==> config.mk <==
export PLATFORM = sky130hd
export DESIGN_NAME = decoder3to8_seq
export DESIGN_NICKNAME = d
export VERILOG_FILES = /design/src/rtl/decoder3to8_seq.sv
export SDC_FILE = /design/constraint.sdc
export NUM_CORES = 1
export LEC_CHECK = 0
export CAP_MARGIN = 30
export CELL_PAD_IN_SITES_DETAIL_PLACEMENT = 1
export CELL_PAD_IN_SITES_GLOBAL_PLACEMENT = 2
export CORE_AREA = 4 4 72 74
export CTS_CLUSTER_SIZE = 25
export DETAILED_ROUTE_END_ITERATION = 6
export DIE_AREA = 0 0 76 78
export GPL_ROUTABILITY_DRIVEN = 0
export HOLD_SLACK_MARGIN = 0.05
export PLACE_DENSITY_LB_ADDON = 0.1
export SYNTH_ARGS = -nofsm -noshare
export SYNTH_HDL_FRONTEND = slang
export SYNTH_SLANG_ARGS = --single-unit
==> constraint.sdc <==
create_clock -name clk -period 3.5 [get_ports clk]
set_input_delay 0.7 -clock clk [delete_from_list [all_inputs] [get_ports clk]]
set_output_delay 0.7 -clock clk [all_outputs]
set_load 0.05 [all_outputs]
==> src/rtl/decoder3to8_seq.sv <==
// Purpose : sequential 3:8 decoder; each accepted code is shown one-hot on out_y
//           for HOLD_CYCLES cycles, then GAP_CYCLES all-zero cycles.
// Latency : code accepted at edge k appears on out_y after edge k+1 when idle.
// Backpressure: one-entry pending register; in_ready = !pend_valid.
//
// Ports:
//   clk, rst_n          clock, asynchronous active-low reset
//   in_code/in_valid    code to decode and its qualifier
//   in_ready            high while the pending register is empty
//   flush               synchronous abort of pending code and current output
//   out_y/out_valid     registered one-hot decode, valid when non-zero
//   busy                FSM not idle or a code is pending
//   out_cnt             number of codes driven onto out_y (wraps)
module decoder3to8_seq #(
    parameter int HOLD_CYCLES = 4,
    parameter int GAP_CYCLES  = 1
) (
    input  logic       clk,
    input  logic       rst_n,
    input  logic [2:0] in_code,
    input  logic       in_valid,
    output logic       in_ready,
    input  logic       flush,
    output logic [7:0] out_y,
    output logic       out_valid,
    output logic       busy,
    output logic [7:0] out_cnt
);

    typedef enum logic [1:0] {
        IDLE = 2'd0,
        HOLD = 2'd1,
        GAP  = 2'd2
    } state_t;

    // Counter reload values: the counter holds "cycles remaining after this one".
    localparam logic [7:0] HOLD_LOAD = 8'(HOLD_CYCLES - 1);
    localparam logic [7:0] GAP_LOAD  = (GAP_CYCLES > 0) ? 8'(GAP_CYCLES - 1) : 8'd0;
    localparam bit         HAS_GAP   = (GAP_CYCLES > 0);

    state_t     state_q, state_d;
    logic [7:0] cnt_q, cnt_d;
    logic [7:0] y_q, y_d;
    logic [7:0] out_cnt_q, out_cnt_d;
    logic [2:0] pend_code_q, pend_code_d;
    logic       pend_valid_q, pend_valid_d;
    logic       accept;
    logic       load;

    // Ready depends only on the registered pending flag, so a code being
    // drained this cycle does not open the input in the same cycle.
    assign in_ready  = !pend_valid_q;
    assign accept    = in_valid && in_ready;
    assign out_y     = y_q;
    assign out_valid = |y_q;
    assign busy      = (state_q != IDLE) || pend_valid_q;
    assign out_cnt   = out_cnt_q;

    always_comb begin
        state_d      = state_q;
        cnt_d        = cnt_q;
        y_d          = y_q;
        out_cnt_d    = out_cnt_q;
        pend_code_d  = pend_code_q;
        pend_valid_d = pend_valid_q;
        load         = 1'b0;

        case (state_q)
            IDLE: begin
                if (pend_valid_q) begin
                    load = 1'b1;
                end
            end
            HOLD: begin
                if (cnt_q != 8'd0) begin
                    cnt_d = cnt_q - 8'd1;
                end else if (HAS_GAP) begin
                    y_d     = 8'h00;
                    cnt_d   = GAP_LOAD;
                    state_d = GAP;
                end else if (pend_valid_q) begin
                    // No gap configured: next code follows with no zero cycle.
                    load = 1'b1;
                end else begin
                    y_d     = 8'h00;
                    state_d = IDLE;
                end
            end
            GAP: begin
                if (cnt_q != 8'd0) begin
                    cnt_d = cnt_q - 8'd1;
                end else if (pend_valid_q) begin
                    load = 1'b1;
                end else begin
                    state_d = IDLE;
                end
            end
            default: begin
                state_d = IDLE;
                y_d     = 8'h00;
                cnt_d   = 8'd0;
            end
        endcase

        if (load) begin
            y_d          = 8'b0000_0001 << pend_code_q;
            cnt_d        = HOLD_LOAD;
            state_d      = HOLD;
            out_cnt_d    = out_cnt_q + 8'd1;
            pend_valid_d = 1'b0;
        end

        // Accept and load are mutually exclusive: accept needs an empty
        // pending register, load needs a full one.
        if (accept) begin
            pend_valid_d = 1'b1;
            pend_code_d  = in_code;
        end

        // Flush overrides everything except the delivered-code count.
        if (flush) begin
            state_d      = IDLE;
            cnt_d        = 8'd0;
            y_d          = 8'h00;
            pend_valid_d = 1'b0;
            out_cnt_d    = out_cnt_q;
        end
    end

    always_ff @(posedge clk or negedge rst_n) begin
        if (!rst_n) begin
            state_q      <= IDLE;
            cnt_q        <= 8'd0;
            y_q          <= 8'h00;
            out_cnt_q    <= 8'd0;
            pend_code_q  <= 3'd0;
            pend_valid_q <= 1'b0;
        end else begin
            state_q      <= state_d;
            cnt_q        <= cnt_d;
            y_q          <= y_d;
            out_cnt_q    <= out_cnt_d;
            pend_code_q  <= pend_code_d;
            pend_valid_q <= pend_valid_d;
        end
    end

endmodule

Word-level counts from Yosys, hierarchy flattened --
Cells that the tools add are included.
Storage, ports and cells: register bits 30, bits of input ports 7, output and inout bits 19, logic and storage cells 52
Cells by class: $add $sub $neg 2, equal/unequal tests 8, shift-type cells 1, multiplexer cells 21, bitwise operators 1, reduce and logical (&&, ||, !) cells 13
Operators by type and width (number):
- $mux 8 | 7
- $pmux 8 s3 | 1
- $ne 4x4->1 const B | 4
- $pmux 8 s2 | 1
- $mux 2 | 5
- $add 8x1->8 const B | 1
- $reduce_bool 8->1 | 1
- $reduce_or 8->1 | 1
- $shl 1x3->8 const A | 1
- $sub 8x1->8 const B | 1
- $pmux 2 s3 | 1
- $reduce_and 2->1 | 3
- $mux 1 | 5
- $reduce_and 4->1 | 1
- $ne 3x1->1 const B | 1
- $ne 3x3->1 const B | 1
- $reduce_bool 3->1 | 1
- $eq 2x1->1 const B | 1
- $eq 2x2->1 const B | 1
- $logic_not 2->1 | 1
- $pmux 1 s2 | 1
- $reduce_bool 2->1 | 1
- $reduce_or 2->1 | 1
- $logic_and 1x1->1 | 1
- 3 further kinds | 3

Longest topological paths before layout --
word-level depth 6, gate-level depth with buffers 7, depth with buffers taken out 6

Worst setup path before layout --
No wires, ideal clock.
path type register to output, start reg y_q[1] (netlist: out_y[1]), end out out_valid, data arrival time 1.202 ns, data required time 2.800 ns, slack 1.598 ns, stages on the path, launching flop included 3, path buffers 0, path through dfrtp_1 -> nor4_1 -> nand2_1
On the way: longest elaborated chain between the ends 1
Ends and longest elaborated chain:
- from (decl) | RTL line 43 | logic [7:0] y_q, y_d;
- from (signal assigned) | RTL line 141 | y_q <= y_d;
- $reduce_or 8->1 | RTL line 55 | assign out_valid = |y_q;
- to (decl) | RTL line 25 | output logic out_valid,
No other way between the ends.

Worst setup path after layout --
start reg state_q[1], end out busy
On the way: longest elaborated chain between the ends 2
Ends and longest elaborated chain:
- from (decl) | RTL line 41 | state_t state_q, state_d;
- from (signal assigned) | RTL line 139 | state_q <= state_d;
- $reduce_bool 2->1 | RTL line 56 | assign busy = (state_q != IDLE) || pend_valid_q;
- $logic_or 1x1->1 | RTL line 56
- to (decl) | RTL line 26 | output logic busy,
No other way between the ends.

==> results.json <==
{
  "timing.hold.ws_ns": 0.471,
  "switching_share_pct": 40.8,
  "total_track_usage_pct": 14.1,
  "first_pass_iters": 4,
  "initial_utilization_pct": 34.3,
  "htree_levels": 2,
  "number_of_antenna_violations_at_the_first_check_in_global_routing": 0,
  "vias_per_cell": 5.58,
  "num_vias": 1284,
  "seq_area_frac_synth_pct": 47.5,
  "fp.dieArea_um2": 5930,
  "flip_flop_and_latch_count_after_synthesis": 30,
  "power.share.clock_pct": 24.4,
  "status": "finished clean",
  "timing.hold.worst.class": "flip-flop to flip-flop",
  "clk_transition_reported_paths_ns": 0.06,
  "worstSetupStartpoint": "state_q[1]$_DFFE_PN0P_",
  "core_area_um2": 4600,
  "port_buffers": 25,
  "fillers": 503,
  "timing.critical_path.to": "busy",
  "timing.reg2reg.worst_path_depth": 6,
  "global_route_wire_length_before_repair_um": 6750,
  "worstPathMaxFanout": 6,
  "simple_gate_fraction_of_synth_area_pct": 17.3,
  "synth.yosys.warnings": 0,
  "globalRoute.totalOverflow": 0,
  "worst_r2r_endpoint": "cnt_q[6]$_DFFE_PN0P_",
  "die_height_um": 78,
  "start_kind": "flip-flop",
  "cts.repair_timing.setup_buffer_count": 0,
  "highest_clock_rate_ghz": 0.355,
  "cellLeakagePower_nw": 0.838,
  "combinationalPowerShare_pct": 36.6,
  "cap_violations": 0,
  "die_boundary_width_um": 76,
  "start_to_end_type_of_the_worst_setup_path": "flip-flop to output pin",
  "drive_above_1_share_pct": 10.8,
  "final.setup.tns_ns": 0,
  "dp_hpwl_um": 2910,
  "number_of_global_route_vias_before_repair": 1353,
  "layout.cells.most_common_list": "sky130_fd_sc_hd__dfrtp_1 (30), sky130_fd_sc_hd__clkdlybuf4s50_1 (25), sky130_fd_sc_hd__inv_1 (9), sky130_fd_sc_hd__nand2_1 (8)",
  "internal-power_w": 0.000709,
  "cts_hold_buf": 0,
  "vdd.ir_drop.worst_mv": 0.361,
  "clock-root-buffer": "sky130_fd_sc_hd__clkbuf_8",
  "top_level_ports": 26,
  "final_count_of_hold_timing_violations": 0,
  "fin_crit_ns": 2.81,
  "clockBufferDepth": 2,
  "remaining_antenna_violation_count_after_routing": 0,
  "synth_fp_nets": 161,
  "tritoncts": "done",
  "relSlewSlack_pct": 41.4,
  "crit_path_required_time_ns": 2.80,
  "cellPowerDensity_nw_per_um2": 605,
  "reg2reg_slack_ns": 1.22,
  "layout.cells.most_common": "sky130_fd_sc_hd__dfrtp_1",
  "syn_avg_cell_area_um2": 10.7,
  "power.sequential.fraction_pct": 39.0,
  "post_drt_wl_per_cell_um": 17.2,
  "synth_area_um2": 1580,
  "postCtsResizedCells": 0,
  "r2r-start": "cnt_q[0]$_DFFE_PN0P_",
  "clock_insertion_delay_worst_skew_ns": 0.28,
  "synth_top_family_by_area": "compound AO/OA/AOI/OAI gates",
  "rows": 25,
  "share_of_the_synthesized_area_in_compound_gates_ao_oa_aoi_oai_pct": 19.2,
  "timing_max_transition_violations_final": 0,
  "drc": 0,
  "antenna_cells": 0,
  "detail_route.iter0.violations": 51,
  "number_of_clock_buffers_inserted_by_tritoncts": 5,
  "finalNetCount": 189,
  "rsz0062_at_grt": "no",
  "synth.mux.area_fraction_pct": 2.85,
  "setup_violations": 0,
  "areaGrowthSynthToFinish_pct": 25.3,
  "timing.final.crit_share_pct": 80.4,
  "timing.critical_path.arrival_ns": 2.11,
  "cp-end-kind": "output pin",
  "switching_power_w": 0.000488,
  "cts_sinks": 30,
  "grt_start_max_net_pins": 31,
  "syn_inst": 147,
  "yosysUniqueCellTypes": 36,
  "synth-adder-area-share_pct": 5.55,
  "drt-total-wl_um": 3960,
  "finClkSkew_ns": 0.00283,
  "synth-xor-area-share_pct": 3.88,
  "worst_slew_pin_slew_ns": 0.878
}
-- power groups by stage --
stage | Combinational [W] | Sequential (W) | Clock (W)
6_report | 0.000438 | 0.000467 | 0.000292
5_1_grt | 0.000469 | 0.000477 | 0.000322
3_5_place_dp | 0.000440 | 0.000473 | 0
3_3_place_gp | 0.000433 | 0.000471 | 0
2_1_floorplan | 0.000160 | 0.000596 | 0
4_1_cts | 0.000443 | 0.000467 | 0.000301
-- routing by layer --
| layer | track usage (%) | part of all wire (%) | up-vias |
|---|---|---|---|
| li1 | - | - | 613 |
| met1 | 17.9 | 46 | 638 |
| met2 | 22.3 | 48 | 25 |
| met3 | 4.18 | 4.0 | 8 |
| met4 | 5.87 | 1.8 | 0 |
| met5 | 0 | 0 | - |
-- worst min-delay path by stage --
stage,start,endpoint,cells after the start
floorplan,rst_n,cnt_q[0]$_DFFE_PN0P_,0
global placement,out_cnt[7]$_DFFE_PN0P_,out_cnt[7]$_DFFE_PN0P_,1
detailed placement,out_cnt[7]$_DFFE_PN0P_,out_cnt[7]$_DFFE_PN0P_,1
CTS,out_cnt[7]$_DFFE_PN0P_,out_cnt[7]$_DFFE_PN0P_,1
global route,out_cnt[7]$_DFFE_PN0P_,out_cnt[7]$_DFFE_PN0P_,1
finish,out_cnt[7]$_DFFE_PN0P_,out_cnt[7]$_DFFE_PN0P_,1
-- state kept, by name (all words and copies together) (netlist names) --
name          flops
cnt_q             8
out_cnt           8
out_y             8
pend_code_q       3
state_q           2
pend_valid_q      1
-- stage by stage --
| step | util [%] | setup slack (ns) | std cells | total power [W] | instance area (um^2) |
|---|---|---|---|---|---|
| 6_report | 43.0 | 0.686 | 230 | 0.00120 | 1980 |
| 5_1_grt | 43.0 | 0.562 | 230 | 0.00127 | 1980 |
| 4_1_cts | 43.0 | 0.681 | 230 | 0.00121 | 1980 |
| 3_5_place_dp | 41.0 | 0.994 | 222 | 0.000914 | 1890 |
| 3_3_place_gp | 41.0 | 1.06 | 222 | 0.000904 | 1890 |
| 2_1_floorplan | - | 1.60 | 147 | 0.000756 | 1580 |
-- critical path, stage by stage, from the launching register on --
cell                              delay (ns)
sky130_fd_sc_hd__dfrtp_1                0.40
sky130_fd_sc_hd__inv_1                  0.11
sky130_fd_sc_hd__ha_1                   0.27
sky130_fd_sc_hd__nor2b_1                0.25
sky130_fd_sc_hd__inv_1                  0.09
sky130_fd_sc_hd__clkdlybuf4s50_1        0.70
-- cells in the mapped netlist (all sizes together) --
master,count,area (um^2)
nand3,1,5.00
a31oi,8,56.3
o221ai,2,23.8
mux2,4,45.0
a211o,1,8.76
nor4b,1,23.8
a21oi,5,25.0
nor2b,4,25.0
a211oi,1,7.51
dfrtp,30,751
and3,3,18.8
nor3b,1,7.51
or3,1,6.26
clkbuf,4,15.0
a32o,4,40.0
inv,9,33.8
a22o,4,35.0
buf,2,10.0
nor4,4,31.3
nand4,4,25.0
nand2,8,30.0
o211ai,4,30.0
o2111ai,1,8.76
o21ai,3,15.0
nand2b,2,12.5
o32ai,2,17.5
xor2,7,61.3
nor2,7,26.3
ha,7,87.6
a41oi,4,35.0
nor3,9,61.3
-- area by class of cell --
cell class | instances | area, um^2 | share of cell area (%)
clock buffer | 7 | 86.3 | 4.36
sequential | 30 | 751 | 38.0
inverter | 9 | 33.8 | 1.71
tap | 54 | 67.6 | 3.42
clock inverter | 1 | 5.00 | 0.253
multi-input combinational | 102 | 769 | 38.9
timing repair buffer | 27 | 265 | 13.4
-- logic make-up after synthesis --
| logic type | after synthesis |
|---|---|
| flip-flops | 30 |
| multiplexers | 4 |
| adder cells (fa/ha/maj) | 7 |
| AO/OA/AOI/OAI | 39 |
| buffers and inverters | 15 |
| AND/OR/NAND/NOR | 45 |
| XOR/XNOR | 7 |
Note: power is estimated with default switching activity, not from simulation.
